===== config.mk =====
export PLATFORM = sky130hd
export DESIGN_NAME = ifmap_row_framer
export DESIGN_NICKNAME = d
export VERILOG_FILES = /design/src/rtl/ifmap_row_framer.sv
export SDC_FILE = /design/constraint.sdc
export NUM_CORES = 1
export LEC_CHECK = 0
export BUFFER_PORTS_ARGS = -buffer_cell sky130_fd_sc_hd__buf_2
export CORE_MARGIN = 3
export CORE_UTILIZATION = 58
export CTS_CLUSTER_DIAMETER = 40
export DETAILED_ROUTE_END_ITERATION = 16
export PLACE_DENSITY = 0.85
export SYNTH_ARGS = -nofsm -noshare
export SYNTH_HDL_FRONTEND = slang
export SYNTH_SLANG_ARGS = --single-unit

===== constraint.sdc =====
create_clock -name clk -period 5.45 [get_ports clk]
set_clock_uncertainty 0.15 [all_clocks]
set_input_delay 0.2725 -clock clk [delete_from_list [all_inputs] [get_ports clk]]
set_output_delay 0.2725 -clock clk [all_outputs]
set_load 0.01 [all_outputs]

===== src/rtl/ifmap_row_framer.sv =====
// ---------------------------------------------------------------------------
// ifmap_row_framer
//
// Upstream feeder for the CNN IFmap buffer. Takes raw activations from a
// valid/ready source, groups them into rows of a programmed length and tags
// each word with start-of-row / end-of-row flags in the two MSBs. A frame
// can optionally end with a zero-data flush row (length = filter size) that
// pushes the last partial sum out of the downstream array.
//
// Ports
//   clk                        : rising-edge clock
//   reset                      : asynchronous, active-low reset
//   start                      : one-cycle pulse, latches config, begins frame
//   row_len / num_rows         : words per row / rows per frame (at start)
//   flush_en / flush_len       : append a flush row of flush_len words
//   src_data/src_valid/src_ready : activation input stream
//   IFmap_buffer_in            : {sor, eor, data}
//   IFmap_buffer_write_enable  : output word valid
//   IFmap_buffer_ready         : IFmap buffer accepts this cycle
//   busy                       : frame in progress
//   done                       : one-cycle pulse after the final word leaves
// ---------------------------------------------------------------------------
module ifmap_row_framer #(
  parameter int DATA_WIDTH = 16,
  parameter int LEN_WIDTH  = 5
) (
  input  logic                  clk,
  input  logic                  reset,
  input  logic                  start,
  input  logic [LEN_WIDTH-1:0]  row_len,
  input  logic [LEN_WIDTH-1:0]  num_rows,
  input  logic                  flush_en,
  input  logic [LEN_WIDTH-1:0]  flush_len,
  input  logic [DATA_WIDTH-1:0] src_data,
  input  logic                  src_valid,
  output logic                  src_ready,
  output logic [DATA_WIDTH+1:0] IFmap_buffer_in,
  output logic                  IFmap_buffer_write_enable,
  input  logic                  IFmap_buffer_ready,
  output logic                  busy,
  output logic                  done
);

  typedef enum logic [1:0] {
    S_IDLE,
    S_STREAM,
    S_FLUSH,
    S_DRAIN
  } state_t;

  localparam logic [LEN_WIDTH-1:0] ONE = LEN_WIDTH'(1);

  state_t                state, state_nxt;

  logic [LEN_WIDTH-1:0]  row_len_q,   row_len_nxt;
  logic [LEN_WIDTH-1:0]  num_rows_q,  num_rows_nxt;
  logic                  flush_en_q,  flush_en_nxt;
  logic [LEN_WIDTH-1:0]  flush_len_q, flush_len_nxt;
  logic [LEN_WIDTH-1:0]  col_cnt,     col_cnt_nxt;
  logic [LEN_WIDTH-1:0]  row_cnt,     row_cnt_nxt;

  logic [DATA_WIDTH+1:0] out_data,    out_data_nxt;
  logic                  out_vld,     out_vld_nxt;
  logic                  done_q,      done_nxt;
  logic                  src_ready_c;

  // The single output slot can take a new word when it is empty or its
  // current word leaves on this same edge (no bubble on back-to-back loads).
  logic out_free;
  assign out_free = !out_vld || IFmap_buffer_ready;

  logic row_col_last;
  logic row_last;
  logic flush_col_last;
  assign row_col_last   = (col_cnt == row_len_q - ONE);
  assign row_last       = (row_cnt == num_rows_q - ONE);
  assign flush_col_last = (col_cnt == flush_len_q - ONE);

  // -------------------------------------------------------------------------
  // Next-state and datapath-next logic
  // -------------------------------------------------------------------------
  always_comb begin
    // NOTE: every signal written here gets a default first, so no path can
    // leave one unassigned and infer a latch.
    state_nxt     = state;
    row_len_nxt   = row_len_q;
    num_rows_nxt  = num_rows_q;
    flush_en_nxt  = flush_en_q;
    flush_len_nxt = flush_len_q;
    col_cnt_nxt   = col_cnt;
    row_cnt_nxt   = row_cnt;
    out_data_nxt  = out_data;
    out_vld_nxt   = out_vld && !IFmap_buffer_ready;
    done_nxt      = 1'b0;
    src_ready_c   = 1'b0;

    unique case (state)
      S_IDLE: begin
        if (start) begin
          if (row_len != '0 && num_rows != '0) begin
            row_len_nxt   = row_len;
            num_rows_nxt  = num_rows;
            flush_en_nxt  = flush_en;
            flush_len_nxt = flush_len;
            col_cnt_nxt   = '0;
            row_cnt_nxt   = '0;
            state_nxt     = S_STREAM;
          end else begin
            // Empty frame: nothing to send, just acknowledge.
            done_nxt = 1'b1;
          end
        end
      end

      S_STREAM: begin
        src_ready_c = out_free;
        if (src_valid && out_free) begin
          out_data_nxt = {(col_cnt == '0), row_col_last, src_data};
          out_vld_nxt  = 1'b1;
          if (row_col_last) begin
            col_cnt_nxt = '0;
            row_cnt_nxt = row_cnt + ONE;
            if (row_last) begin
              state_nxt = (flush_en_q && flush_len_q != '0) ? S_FLUSH : S_DRAIN;
            end
          end else begin
            col_cnt_nxt = col_cnt + ONE;
          end
        end
      end

      S_FLUSH: begin
        if (out_free) begin
          out_data_nxt = {(col_cnt == '0), flush_col_last, {DATA_WIDTH{1'b0}}};
          out_vld_nxt  = 1'b1;
          if (flush_col_last) begin
            col_cnt_nxt = '0;
            state_nxt   = S_DRAIN;
          end else begin
            col_cnt_nxt = col_cnt + ONE;
          end
        end
      end

      S_DRAIN: begin
        // The last word is in the slot; done goes out once it has left.
        if (out_free) begin
          done_nxt  = 1'b1;
          state_nxt = S_IDLE;
        end
      end

      default: state_nxt = S_IDLE;
    endcase
  end

  // -------------------------------------------------------------------------
  // State and datapath registers
  // -------------------------------------------------------------------------
  always_ff @(posedge clk or negedge reset) begin
    // NOTE: sequential state uses non-blocking assignments so every register
    // samples the pre-edge values regardless of statement order.
    if (!reset) begin
      state       <= S_IDLE;
      row_len_q   <= '0;
      num_rows_q  <= '0;
      flush_en_q  <= 1'b0;
      flush_len_q <= '0;
      col_cnt     <= '0;
      row_cnt     <= '0;
      out_data    <= '0;
      out_vld     <= 1'b0;
      done_q      <= 1'b0;
    end else begin
      state       <= state_nxt;
      row_len_q   <= row_len_nxt;
      num_rows_q  <= num_rows_nxt;
      flush_en_q  <= flush_en_nxt;
      flush_len_q <= flush_len_nxt;
      col_cnt     <= col_cnt_nxt;
      row_cnt     <= row_cnt_nxt;
      out_data    <= out_data_nxt;
      out_vld     <= out_vld_nxt;
      done_q      <= done_nxt;
    end
  end

  assign src_ready                 = src_ready_c;
  assign IFmap_buffer_in           = out_data;
  assign IFmap_buffer_write_enable = out_vld;
  assign busy                      = (state != S_IDLE);
  assign done                      = done_q;

endmodule


==> results.md <==
- The count of antenna diodes in the layout is 0.
- Counting along the longest clock path gives a buffer depth of 2.
- The total nets after synthesis is 326.
- The number of nets in the final layout is 378.
- Of all nets on the critical path, the largest fanout is 11.
- The total power consumption of the routed design is 1.73 mW.
- The final period demand of the worst path is 2.94 ns.
- Static timing analysis puts the maximum clock frequency at 0.340 GHz.
- The switching power total is 735 uW.
- In this run the critical register-to-register path is launched from row_len_q[0].
- The via count of the first global-routing pass came to 1996.
- The most common cell in the synthesized netlist is sky130_fd_sc_hd__nand2_1.
- The share of total power dissipated in combinational logic is 0.502.
- The internal power of the cells totals 992 uW.
- The overall track demand over capacity in global routing is 0.215.
- The element type at the critical path start is a flip-flop.
- The category of the critical setup timing path is reg2reg.
- The register bit count reported by yosys is 48.
- The routed layout has 2175 vias.
- The sequential fraction of the synthesis area is 0.449.
- The family with the most delay on the worst path is compound AO/OA/AOI/OAI gates.
- After detailed routing, the average wire length per cell comes to 14.7 um.
- The synthesis-to-layout area growth is 15.1%.
- During synthesis, Yosys emitted a total of 0 warnings.
- In this run the tightest slew margin relative to its limit is 0.120.
- The H-tree level count is 2.
- The critical path goes through inv_1 > ha_1 > a21boi_1 > o311ai_1 > a32oi_2 > nor4_1 > a21o_1.
- The share of total power dissipated in the clock network is 0.131.
- The worst slack at placement is 2.63 ns.
- In this run the horizontal extent of the chip is 73.9 um.
- The share of cells above drive strength 1 is 0.253.
- The areal power density over the cells is 561 nW/um^2.
- In this run, post-CTS repair resized a total of 0 instances.
- The worst hold path belongs to the class in2async.
- In the synthesized netlist the dominant register cell turns out to be sky130_fd_sc_hd__dfrtp_1.
- The count of max-cap constraint violations is 0.
- The worst-case IR drop observed on VDD is 0.000281 V.
- The cell sitting at the root of the clock tree is a sky130_fd_sc_hd__clkbuf_8.
- The total of endpoints with negative setup slack in the final report is 0.
- The CTS tree is yes.
- The number of iterations in the first detailed-routing pass is 4.
- The fraction of registers with async set/reset is 1.00.
- The remaining design rule violation count is 0.
- The boundary pin count is 59.
- Synthesis produced a netlist whose cell count is 279.
- The flow ran to the end, but the final reports show violations.
- Of the post-synthesis cell area, the dominant cell type holds 0.449.
- The count of non-filler cells in the finished layout is 384.
- At the later pin of the worst-skew pair, clock insertion delay measures 0.31 ns.
- The post-synthesis instance area is 2670 sq um.
- Once detailed placement completed, the half-perimeter wirelength came to 4170 um.
- On the final layout, the worst hold slack is -0.0142 ns.
- The number of buffers inserted by hold repair at cts is 0.
- The first global-routing pass estimated 9020 um of wire.
- In this run, synthesis inferred 0 flip-flops with an integrated enable.
- The clock net in this run drives a total of 48 sinks.
- The leftover overflow at the end of global routing is 0.
- The switching power as a share of total power is 0.425.
- For the pin with the worst max-slew slack, the measured transition is 1.30 ns.
- Averaged over all synthesized cells, the footprint is 9.58 sq um.
- After clock tree synthesis, the clock-pin slew on the worst setup and hold paths is 0.09 ns.
- Entering global routing, the biggest net connects 49 pins.
- The number of max-slew violations in the final report is 0.
- STA puts the critical path data required time at 5.56 ns.
- Together, buffers and inverters on the worst path number 1.
- In the post-synthesis netlist, the biggest area contributors are sky130_fd_sc_hd__dfrtp_1 45%, sky130_fd_sc_hd__nand2_1 7.3%, sky130_fd_sc_hd__nand3b_1 5.1%.
- For this block, the routed nets add up to 5660 um of wire.
- In this run, the number of DRC markers left after iteration 0 of detailed routing was 151.
- The initial antenna violation count is 0.
- The standard cell with the maximum stage delay on the critical path is sky130_fd_sc_hd__o311ai_1.
- The initial utilization of the core area, before any placement, comes to 0.606.
- Yosys mapped the design onto 43 distinct sky130hd cell types.
- The delay of the slowest critical-path stage is 1.07 ns.
- Setup repair after global routing left no endpoint under its margin.
- After clock tree synthesis, the setup repair step added 0 buffers.
- The fill cell instance count of the final layout is 344.
- At the end of routability-driven placement, the weighted congestion stood at 0.842.
- The count of buffers added on input and output ports is 58.
- The number of hold violations in the final report was 23.
- Counting tap cells, the placed design contains a total of 376 instances.
- The post-route antenna net violation count is 0.
- The aggregate negative setup slack is 0 ns.
- The period utilization is 0.539.
- The routed via count divided by cell count is 5.66.
- The worst register-to-register path ends at col_cnt[2].
- The data arrival time of the worst path is 3.04 ns.
- The minimum setup slack among reg-to-reg paths is 2.51 ns.
- The floorplan has 24 rows.
- The TritonCTS buffer count is 5.
- The die covers 5460 sq um.
- The synthesized design spends more area on one cell type than any other, namely sky130_fd_sc_hd__dfrtp_1.
- Counting cells, the worst reg-to-reg path comes to 7.
- The sequential cell fraction of total power is 0.367.
- By count the netlist is led by 52 x sky130_fd_sc_hd__nand2_1, 48 x sky130_fd_sc_hd__dfrtp_1, 18 x sky130_fd_sc_hd__inv_1, 18 x sky130_fd_sc_hd__nand3b_1, 16 x sky130_fd_sc_hd__o21ai_0.
- The worst setup path is captured at a flip-flop.
- The analysis attributes to cell leakage a power of 1.53 nW.
- The final setup slack of the worst path is 2.51 ns.
- The final reports fail on negative hold slack.
- The region available for standard cell placement spans 4410 sq um.
- In this run the vertical extent of the chip is 73.9 um.
==> power groups by stage <==
stage / clock, mW / sequential, mW / combinational, mW
after global placement: 0 / 0.630 / 0.836
after CTS: 0.231 / 0.633 / 0.874
final: 0.227 / 0.633 / 0.867
after detailed placement: 0 / 0.635 / 0.870
after global routing: 0.242 / 0.650 / 0.969
after floorplan: 0 / 0.634 / 0.632
==> routing by layer <==
layer | vias to the layer above | global-route usage | share of wire
met3 | 11 | 0.0520 | 0.061
met2 | 66 | 0.362 | 0.49
met5 | - | 0 | 0
li1 | 1064 | - | -
met4 | 0 | 0.0765 | 0.023
met1 | 1034 | 0.266 | 0.43
==> cells by family (layout without fill, tap and decap cells) <==
family	count (synthesis)	in the layout	share of synthesized area
AO/OA/AOI/OAI	48	48	0.134
buffers and inverters	32	85	0.0482
AND/OR/NAND/NOR	108	108	0.202
flip-flops	48	48	0.449
adder cells (fa/ha/maj)	10	10	0.0468
XOR/XNOR	20	20	0.0655
multiplexers	13	13	0.0547
==> area by class of cell <==
class                   instances  area, sq um  share of cell area
inverters                      18         67.6              0.0220
flip-flops and latches         48         1200               0.390
clock buffers                   6         82.6              0.0268
clock inverters                 2         13.8             0.00447
multi-input cells             199         1350               0.438
well taps                      52         65.1              0.0211
repair buffers                 59          298              0.0968
==> metrics by stage <==
| stage | cell area [sq um] | util |
|---|---|---|
| 2_1_floorplan | 2670 | - |
| 3_3_place_gp | 2980 | 0.675 |
| 3_5_place_dp | 2980 | 0.675 |
| 4_1_cts | 3080 | 0.697 |
| 5_1_grt | 3080 | 0.697 |
| 6_report | 3080 | 0.697 |
==> worst reg2reg max path, delay by kind of cell, from the launching register on <==
family | cells | cell delay [ns]
AOI/OAI and AO/OA | 4 | 1.69
adders and majority gates | 1 | 0.23
buffers and inverters | 1 | 0.07
DFF | 1 | 0.39
and+or+nand+nor | 1 | 0.36
==> layout by cell type (no fill, tap or decap), types with 2 or more instances in the layout <==
cell and instances:
sky130_fd_sc_hd__a211oi_1 3, sky130_fd_sc_hd__a21o_1 2, sky130_fd_sc_hd__a21oi_1 4, sky130_fd_sc_hd__a22o_1 7
sky130_fd_sc_hd__and2_1 3, sky130_fd_sc_hd__buf_2 58, sky130_fd_sc_hd__clkbuf_8 6, sky130_fd_sc_hd__dfrtp_1 48
sky130_fd_sc_hd__ha_1 10, sky130_fd_sc_hd__inv_1 18, sky130_fd_sc_hd__mux2_1 2, sky130_fd_sc_hd__mux2_2 11
sky130_fd_sc_hd__nand2_1 52, sky130_fd_sc_hd__nand2b_1 3, sky130_fd_sc_hd__nand3_1 4, sky130_fd_sc_hd__nand3b_1 18
sky130_fd_sc_hd__nor2_1 10, sky130_fd_sc_hd__nor3_1 8, sky130_fd_sc_hd__nor4_1 2, sky130_fd_sc_hd__o21ai_0 16
sky130_fd_sc_hd__o21bai_1 2, sky130_fd_sc_hd__o31ai_1 2, sky130_fd_sc_hd__or4_1 2, sky130_fd_sc_hd__xnor2_1 10
sky130_fd_sc_hd__xor2_1 10
==> flip-flops by register name, summed over array words and instances (netlist names) <==
register / cells
IFmap_buffer_in: 18
col_cnt: 5
flush_len_q: 5
num_rows_q: 5
row_cnt: 5
row_len_q: 5
state: 2
IFmap_buffer_write_enable: 1
done: 1
flush_en_q: 1
==> how the worst max path moves through the flow <==
stage                 start         end  slack (ns)  cells after the start
2_1_floorplan  row_len_q[0]  row_cnt[4]        3.16                      9
3_3_place_gp   row_len_q[0]  row_cnt[4]        2.82                      7
3_5_place_dp   row_len_q[0]  col_cnt[2]        2.63                      7
4_1_cts        row_len_q[0]  col_cnt[2]        2.58                      7
5_1_grt        row_len_q[0]  col_cnt[2]        2.39                      7
6_report       row_len_q[0]  col_cnt[2]        2.51                      7
Note: power is estimated with default switching activity, not from simulation.
